<file path="src/rtl/cache_pkg.sv">
`default_nettype none
// ============================================================================
// Module : cache_pkg
// Brief  : Geometry, derived field widths and refill FSM encoding shared by
//          the direct-mapped cache and its refill controller.
// Rev    : 1.0
// ============================================================================
package cache_pkg;

    localparam int BLOCK_SIZE             = 4;
    localparam int NUM_OF_BLOCKS_PER_LINE = 2;
    localparam int NUM_OF_CACHE_LINES     = 4;
    localparam int ADDRESS_SIZE           = 16;

    localparam int BLOCK_OFFSET_LENGTH = $clog2(NUM_OF_BLOCKS_PER_LINE);
    localparam int INDEX_LENGTH        = $clog2(NUM_OF_CACHE_LINES);
    localparam int TAG_LENGTH          = ADDRESS_SIZE - INDEX_LENGTH - BLOCK_OFFSET_LENGTH;
    localparam int LINE_DATA_LENGTH    = BLOCK_SIZE * NUM_OF_BLOCKS_PER_LINE;
    localparam int CACHE_LINE_LENGTH   = 2 + TAG_LENGTH + LINE_DATA_LENGTH;

    // Line layout: {dirty, valid, tag, block[N-1..0]}
    localparam int DIRTY_BIT_INDEX = CACHE_LINE_LENGTH - 1;
    localparam int VALID_BIT_INDEX = CACHE_LINE_LENGTH - 2;
    localparam int TAG_INDEX       = LINE_DATA_LENGTH;

    // One extra bit so a full line's worth of beats is always representable
    localparam int BEAT_CNT_LENGTH = BLOCK_OFFSET_LENGTH + 1;

    typedef enum logic [1:0] {
        IDLE      = 2'd0,
        WRITEBACK = 2'd1,
        FETCH     = 2'd2,
        INSTALL   = 2'd3
    } refill_state_e;

endpackage
`default_nettype wire

</file>
<file path="src/rtl/cache_refill_controller.sv">
`default_nettype none
// ============================================================================
// Module : cache_refill_controller
// Brief  : Miss handler: writes back a dirty victim, fetches the missing line
//          block by block and installs it. Optional critical-word-first fetch
//          enabled by defining CACHE_CRITICAL_WORD_FIRST_EN.
// Rev    : 1.0
// ============================================================================
module cache_refill_controller
    import cache_pkg::*;
(
    input  logic                         clk,
    input  logic                         rst_n,
    input  logic                         miss_i,
    input  logic [ADDRESS_SIZE-1:0]      address_i,
    input  logic [CACHE_LINE_LENGTH-1:0] victim_line_i,
    output logic [CACHE_LINE_LENGTH-1:0] line_o,
    output logic                         write_line_o,
    output logic                         busy_o,
    output logic                         done_o,
    output logic                         mem_req_o,
    output logic                         mem_we_o,
    output logic [ADDRESS_SIZE-1:0]      mem_addr_o,
    output logic [BLOCK_SIZE-1:0]        mem_wdata_o,
    input  logic [BLOCK_SIZE-1:0]        mem_rdata_i,
    input  logic                         mem_ack_i,
    output logic                         crit_valid_o,
    output logic [BLOCK_SIZE-1:0]        crit_data_o
);

    refill_state_e                  r_state;
    refill_state_e                  w_state_next;
    logic [TAG_LENGTH-1:0]          r_req_tag;
    logic [INDEX_LENGTH-1:0]        r_index;
    logic [TAG_LENGTH-1:0]          r_vic_tag;
    logic [LINE_DATA_LENGTH-1:0]    r_vic_data;
    logic [LINE_DATA_LENGTH-1:0]    r_buf;
    logic [BLOCK_OFFSET_LENGTH-1:0] r_cnt;
    logic [BLOCK_OFFSET_LENGTH-1:0] r_fetch_start;
    logic [BEAT_CNT_LENGTH-1:0]     r_beats;
    logic [BLOCK_OFFSET_LENGTH-1:0] w_start_new;
    logic                           w_vic_dirty;
    logic                           w_last_beat;

    assign w_vic_dirty = victim_line_i[DIRTY_BIT_INDEX] & victim_line_i[VALID_BIT_INDEX];
    assign w_last_beat = (r_beats == BEAT_CNT_LENGTH'(NUM_OF_BLOCKS_PER_LINE - 1));
    assign busy_o      = (r_state != IDLE);

`ifdef CACHE_CRITICAL_WORD_FIRST_EN
    assign w_start_new = address_i[BLOCK_OFFSET_LENGTH-1:0];
`else
    logic w_unused_offset;
    assign w_start_new     = '0;
    assign w_unused_offset = ^address_i[BLOCK_OFFSET_LENGTH-1:0];
`endif

    always_ff @(posedge clk) begin
        if (!rst_n) begin
            r_state       <= IDLE;
            r_req_tag     <= '0;
            r_index       <= '0;
            r_vic_tag     <= '0;
            r_vic_data    <= '0;
            r_buf         <= '0;
            r_cnt         <= '0;
            r_fetch_start <= '0;
            r_beats       <= '0;
        end else begin
            r_state <= w_state_next;
            case (r_state)
                IDLE: begin
                    if (miss_i) begin
                        r_req_tag     <= address_i[ADDRESS_SIZE-1 -: TAG_LENGTH];
                        r_index       <= address_i[BLOCK_OFFSET_LENGTH +: INDEX_LENGTH];
                        r_vic_tag     <= victim_line_i[TAG_INDEX +: TAG_LENGTH];
                        r_vic_data    <= victim_line_i[LINE_DATA_LENGTH-1:0];
                        r_buf         <= '0;
                        r_beats       <= '0;
                        r_fetch_start <= w_start_new;
                        // Writeback always runs from block 0 upward
                        r_cnt         <= w_vic_dirty ? '0 : w_start_new;
                    end
                end
                WRITEBACK: begin
                    if (mem_ack_i) begin
                        r_beats <= w_last_beat ? '0 : r_beats + 1'b1;
                        r_cnt   <= w_last_beat ? r_fetch_start : r_cnt + 1'b1;
                    end
                end
                FETCH: begin
                    if (mem_ack_i) begin
                        r_buf[r_cnt*BLOCK_SIZE +: BLOCK_SIZE] <= mem_rdata_i;
                        r_beats <= w_last_beat ? '0 : r_beats + 1'b1;
                        r_cnt   <= r_cnt + 1'b1;
                    end
                end
                default: ;
            endcase
        end
    end

    always_comb begin
        w_state_next = r_state;
        line_o       = '0;
        write_line_o = 1'b0;
        done_o       = 1'b0;
        mem_req_o    = 1'b0;
        mem_we_o     = 1'b0;
        mem_addr_o   = '0;
        mem_wdata_o  = '0;
        case (r_state)
            IDLE: begin
                if (miss_i)
                    w_state_next = w_vic_dirty ? WRITEBACK : FETCH;
            end
            WRITEBACK: begin
                mem_req_o   = 1'b1;
                mem_we_o    = 1'b1;
                mem_addr_o  = {r_vic_tag, r_index, r_cnt};
                mem_wdata_o = r_vic_data[r_cnt*BLOCK_SIZE +: BLOCK_SIZE];
                if (mem_ack_i && w_last_beat)
                    w_state_next = FETCH;
            end
            FETCH: begin
                mem_req_o  = 1'b1;
                mem_addr_o = {r_req_tag, r_index, r_cnt};
                if (mem_ack_i && w_last_beat)
                    w_state_next = INSTALL;
            end
            INSTALL: begin
                write_line_o = 1'b1;
                done_o       = 1'b1;
                line_o       = {1'b0, 1'b1, r_req_tag, r_buf};
                w_state_next = IDLE;
            end
            default: w_state_next = IDLE;
        endcase
    end

`ifdef CACHE_CRITICAL_WORD_FIRST_EN
    logic                  r_crit_valid;
    logic [BLOCK_SIZE-1:0] r_crit_data;

    // The first acked fetch beat is the requested block
    always_ff @(posedge clk) begin
        if (!rst_n) begin
            r_crit_valid <= 1'b0;
            r_crit_data  <= '0;
        end else begin
            r_crit_valid <= (r_state == FETCH) && mem_ack_i && (r_beats == '0);
            if ((r_state == FETCH) && mem_ack_i && (r_beats == '0))
                r_crit_data <= mem_rdata_i;
        end
    end

    assign crit_valid_o = r_crit_valid;
    assign crit_data_o  = r_crit_data;
`else
    assign crit_valid_o = 1'b0;
    assign crit_data_o  = '0;
`endif

endmodule
`default_nettype wire

</file>
<file path="config.mk">
export PLATFORM = sky130hd
export DESIGN_NAME = cache_refill_controller
export DESIGN_NICKNAME = d
export VERILOG_FILES = /design/src/rtl/cache_pkg.sv /design/src/rtl/cache_refill_controller.sv
export SDC_FILE = /design/constraint.sdc
export NUM_CORES = 1
export LEC_CHECK = 0
export ABC_AREA = 1
export CAP_MARGIN = 20
export CORE_MARGIN = 4
export CORE_UTILIZATION = 45
export CTS_BUF_LIST = sky130_fd_sc_hd__clkbuf_4
export CTS_CLUSTER_DIAMETER = 200
export DETAILED_ROUTE_END_ITERATION = 10
export GPL_ROUTABILITY_DRIVEN = 1
export GPL_TIMING_DRIVEN = 0
export PLACE_DENSITY_LB_ADDON = 0.1
export SETUP_SLACK_MARGIN = 0.4
export SLEW_MARGIN = 20
export SYNTH_ARGS = -nofsm -noshare
export SYNTH_HDL_FRONTEND = slang
export SYNTH_SLANG_ARGS = --single-unit
</file>
<file path="constraint.sdc">
create_clock -name clk -period 2.5 [get_ports clk]
set_input_delay 0.5 -clock clk [delete_from_list [all_inputs] [get_ports clk]]
set_output_delay 0.5 -clock clk [all_outputs]
set_load 0.005 [all_outputs]
</file>
* After elaboration in Yosys (flattened, before gate mapping) *
Cells that the tools add are included.

storage, ports and cells
  word-level logic and storage cells = 61
  output and inout port bits = 53
  flip-flop bits (word level) = 49
  input bits = 47

cells by class
  $add $sub $neg = 3
  bitwise operators = 1
  eq/ne operators = 10
  muxes and demuxes = 24
  shift operators = 3
  reductions and logical operators = 12

operators with widths
  cell                                                                     number
  3-bit negation with 34-bit output                                        1
  4-bit by 34-bit variable shift with 8-bit output (first input constant)  1
  4-bit by 34-bit variable part select with 8-bit output                   1
  16-bit one-hot mux with 2 select lines                                   1
  22-bit two-way mux                                                       1
  8-bit two-way mux                                                        2
  8-bit one-hot mux with 2 select lines                                    1
  2-bit two-way mux                                                        7
  2-bit inequality test (second input constant)                            5
  3-bit AND reduction                                                      3
  8-bit bitwise mux                                                        1
  2-bit one-hot mux with 4 select lines                                    1
  8-bit by 4-bit variable part select with 4-bit output                    1
  1-bit two-way mux                                                        7
  2-bit nonzero test                                                       3
  2-bit by 1-bit equality test with 1-bit output (second input constant)   2
  2-bit equality test (second input constant)                              2
  4-bit two-way mux                                                        1
  2-bit one-hot mux with 2 select lines                                    1
  4-bit AND reduction                                                      1
  1-bit one-hot mux with 3 select lines                                    1
  3-bit nonzero test                                                       1
  2-bit by 1-bit adder with 2-bit output (second input constant)           1
  2-bit zero test                                                          1
  other kinds (6)                                                          6

* Longest topological paths before layout *
  depth in word-level cells = 5
  mapped depth = 9
  gate-level depth less buffers = 8

* Worst setup path before layout *
Ideal clock, no wire load.

  kind = flip-flop to output port
  from = reg r_state[0]
  to = out mem_addr_o[10]
  path buffers = 1
  arrival = 1384 ps
  slack = 616 ps
  cell stages (with the launch flop) = 6
  data required time = 2000 ps
  path through = dfxtp_1 inv_1 ha_1 inv_1 clkbuf_1 a21oi_1

on the way
  longest elaborated chain between the ends = 2
  elaborated cells on any way between the ends = 3
  classes of those cells = eq/ne (2); mux (1)

RTL lines
  what                                                                                          line                            RTL
  start, declared                                                                               cache_refill_controller.sv:31   refill_state_e r_state;
  start signal, assigned                                                                        cache_refill_controller.sv:69   r_state <= w_state_next;
  2-bit equality test / 2-bit by 1-bit equality test with 1-bit output (equally long branches)  cache_refill_controller.sv:111  case (r_state)
  16-bit one-hot mux with 2 select lines (*)                                                    cache_refill_controller.sv:111
  end, declared                                                                                 cache_refill_controller.sv:23   output logic [ADDRESS_SIZE-1:0] mem_addr_o,

Every way passes the cells marked *; elsewhere a longest branch is shown, timed or not.

* Worst setup path after layout *
  from = reg r_state[1]
  to = out mem_addr_o[0]

Same word-level chain as after synthesis.

==> results.yml <==
logic_synthesis:
  syn_inst: 381
  synth.distinct_cells: 25
  synthFlopType: "dfxtp_1"
  synth_mux_area_frac: 0
  synth-edff-count: 0
  synth_compound_area_frac: 0.133
  synthAdderAreaFrac: 0.0349
  ys_warn_count: 0
  synthSimpleGateAreaFrac: 0.311
  synth_top_area_cell: "dfxtp_1"
  async_flop_share: 0
  synthTopCellsByCount: "nor2_1 (98), nand2_1 (75), dfxtp_1 (49)"
  yosysSeqAreaShare: 0.391
  synth.area.top_cells: "dfxtp_1 (39%), nor2_1 (15%), nand2_1 (11%)"
  syn_avg_cell_area_sq_um: 6.58
  ys_seq_elements: 49
  synthXorXnorAreaFrac: 0
  yosysMostFrequentCell: "nor2_1"
  synth_top_family_by_area: "simple AND/OR/NAND/NOR gates"
  yosys.area.top_type_share: 0.391
  syn_area_sq_um: 2510
timing:
  period_minus_slack_ps: 2330
  final.setup.worst_slack_ps: 172
  skew_ps: 7.98
  holdWs_ps: 485
  post-route-period-util: 0.931
  fmax_mhz: 430
  setup_viol: 0
  hold_violations: 0
  rsz0062_at_grt: "true"
  slew_viol_final: 0
global_route:
  grt-ovfl-total: 0
  grt_pass1_wl_microns: 12600
  grt_max_degree: 17
  antenna_found_initial: 0
  grt.total_usage: 0.246
  grt_pass1_vias: 2753
floorplan:
  io_pins: 100
  die_w_microns: 82.6
  dieArea_sq_um: 6830
  coreArea_sq_um: 5240
  die_h_microns: 82.6
  start_util: 0.479
  num_rows: 26
routing:
  vias_per_cell: 4.97
  drtIter0Drc: 158
  ant_nets: 0
  wl_per_cell_microns: 14.5
  wl_microns: 8690
  vias: 2984
  drc_errors: 0
  first_pass_iters: 5
clock_tree:
  clockBufferDepth: 2
  cts_tree: "built"
  root_buffer: "clkbuf_4"
  cts-buffers-inserted: 5
  clkLatencyLatePin_ps: 370
  path_clk_slew_ps: 150
  hold_buffers: 0
  cts.htree.levels: 2
  clock-sinks: 49
worst_setup_path:
  slowest_delay_ps: 420
  crit_slowest_cell: "dfxtp_4"
  critical_path_depth: 7
  end_kind: "primary output"
  rr_worst_depth: 10
  cp-start-kind: "flop"
  cp_num_buf_inv: 5
  cp.required_ps: 2000
  cp.arrival_ps: 1830
  path_class: "flop to primary output"
  critical_path.top_delay_family: "buffers and inverters"
  crit_chain: "inv_4 > ha_4 > clkinvlp_4 > buf_4 > buf_6 > nor3_2 > buf_2"
  cp_max_fo: 4
finish:
  synthToLayoutAreaGrowth_pct: 63.5
  fin_nets: 584
  final_core_util: 0.783
  antenna_cells: 0
  drive_gt1_frac: 0.279
  final_area_sq_um: 4100
min_path:
  holdCritPathClass: "flop to flop"
  min_path_cells: 2
placement:
  dp_slack_ps: -130
  place_area_sq_um: 3530
  io_buffers: 92
  hpwl_microns: 5350
  routabilityCongestion: 0.864
status:
  status: "finished, final reports clean"
power:
  vdd_drop_max_mv: 0.344
  p_per_area_nw_per_um2: 657
  leakage_nw: 2.05
job:
  max_cap_viol_count: 0
==> metal layers <==
| metal | global-route usage | wire, microns | vias to the layer above |
|---|---|---|---|
| li1 | - | - | 1470 |
| met2 | 0.433 | 4340 | 124 |
| met5 | 0 | 0 | - |
| met4 | 0.127 | 336 | 0 |
| met3 | 0.0401 | 557 | 27 |
| met1 | 0.283 | 3460 | 1363 |
==> flip-flops by register name, indices dropped and copies added, names as in the netlist <==
register    count
r_cnt           1
r_beats         2
r_index         2
r_req_tag      13
r_vic_tag      13
r_state         2
r_buf           8
r_vic_data      8
==> stage by stage <==
step	std cells	setup TNS (ps)	power, mW
after CTS	593	0	2.56
after floorplan	386	0	1.57
after global placement	548	-751	1.84
final	601	0	2.69
after detailed placement	548	-1150	1.86
after global routing	601	0	2.85
==> worst min-delay path: stages (launching register included) <==
cell and delay [ps]:
dfxtp_1 340, nand2_1 60, a21oi_1 50
==> cells in the final DEF (no fill, tap or decap), types with 2 or more instances in the layout <==
| master | n |
|---|---|
| nor2_1 | 97 |
| nand2_1 | 69 |
| dfxtp_1 | 47 |
| clkdlybuf4s50_1 | 46 |
| o21ai_0 | 39 |
| buf_4 | 33 |
| inv_1 | 32 |
| buf_2 | 23 |
| buf_6 | 22 |
| a21oi_2 | 12 |
| clkbuf_2 | 12 |
| a21oi_1 | 9 |
| dlygate4sd2_1 | 9 |
| nand4_1 | 8 |
| nand2_2 | 7 |
| nand3_1 | 6 |
| conb_1 | 6 |
| o21ai_2 | 5 |
| clkbuf_4 | 5 |
| clkbuf_8 | 4 |
| clkbuf_1 | 4 |
| clkdlybuf4s15_1 | 4 |
| ha_4 | 3 |
| ha_1 | 3 |
| inv_4 | 2 |
| buf_8 | 2 |
| clkbuf_16 | 2 |
| clkinvlp_4 | 2 |
| nor2_4 | 2 |
| nor3_2 | 2 |
| dlymetal6s2s_1 | 2 |
| dfxtp_4 | 2 |
| buf_12 | 2 |
==> final timing paths <==
path / startpoint / endpoint / slack [ps]
worst max register to register: r_state[1] / r_beats[1] / 600
worst max-delay path: r_state[1] / mem_addr_o[0] / 170
worst min-delay path: r_buf[1] / r_buf[1] / 490
worst min register to register: r_buf[1] / r_buf[1] / 490
==> cell type report <==
class / instances / area [sq um]
tap: 70 / 87.6
inverter: 37 / 148
clock buffer: 5 / 37.5
sequential: 49 / 988
timing repair buffer: 137 / 1200
clock inverter: 3 / 21.3
fill: 390 / 1140
buffer: 28 / 263
multi-input combinational: 272 / 1350
==> repair_timing <==
item                                    CTS  global route
endpoints found under the setup margin   47            40
gates cloned                              5             0
setup buffers                            32             8
resized for setup                       166            50
pin swaps                                 5             3
==> report_power, final <==
group	switching, mW	internal [mW]	leakage (nW)	total [mW]
Combinational	0.637	0.639	1.62	1.28
Sequential	0.109	0.921	0.406	1.03
Clock	0.275	0.112	0.0316	0.387
==> cell families after synthesis <==
kind of cell,after synthesis
buffers and inverters,65
and+or+nand+nor,193
other,1
adders and majority gates,7
AOI/OAI and AO/OA,66
DFF,49
Power figures use the tool's default switching activity.
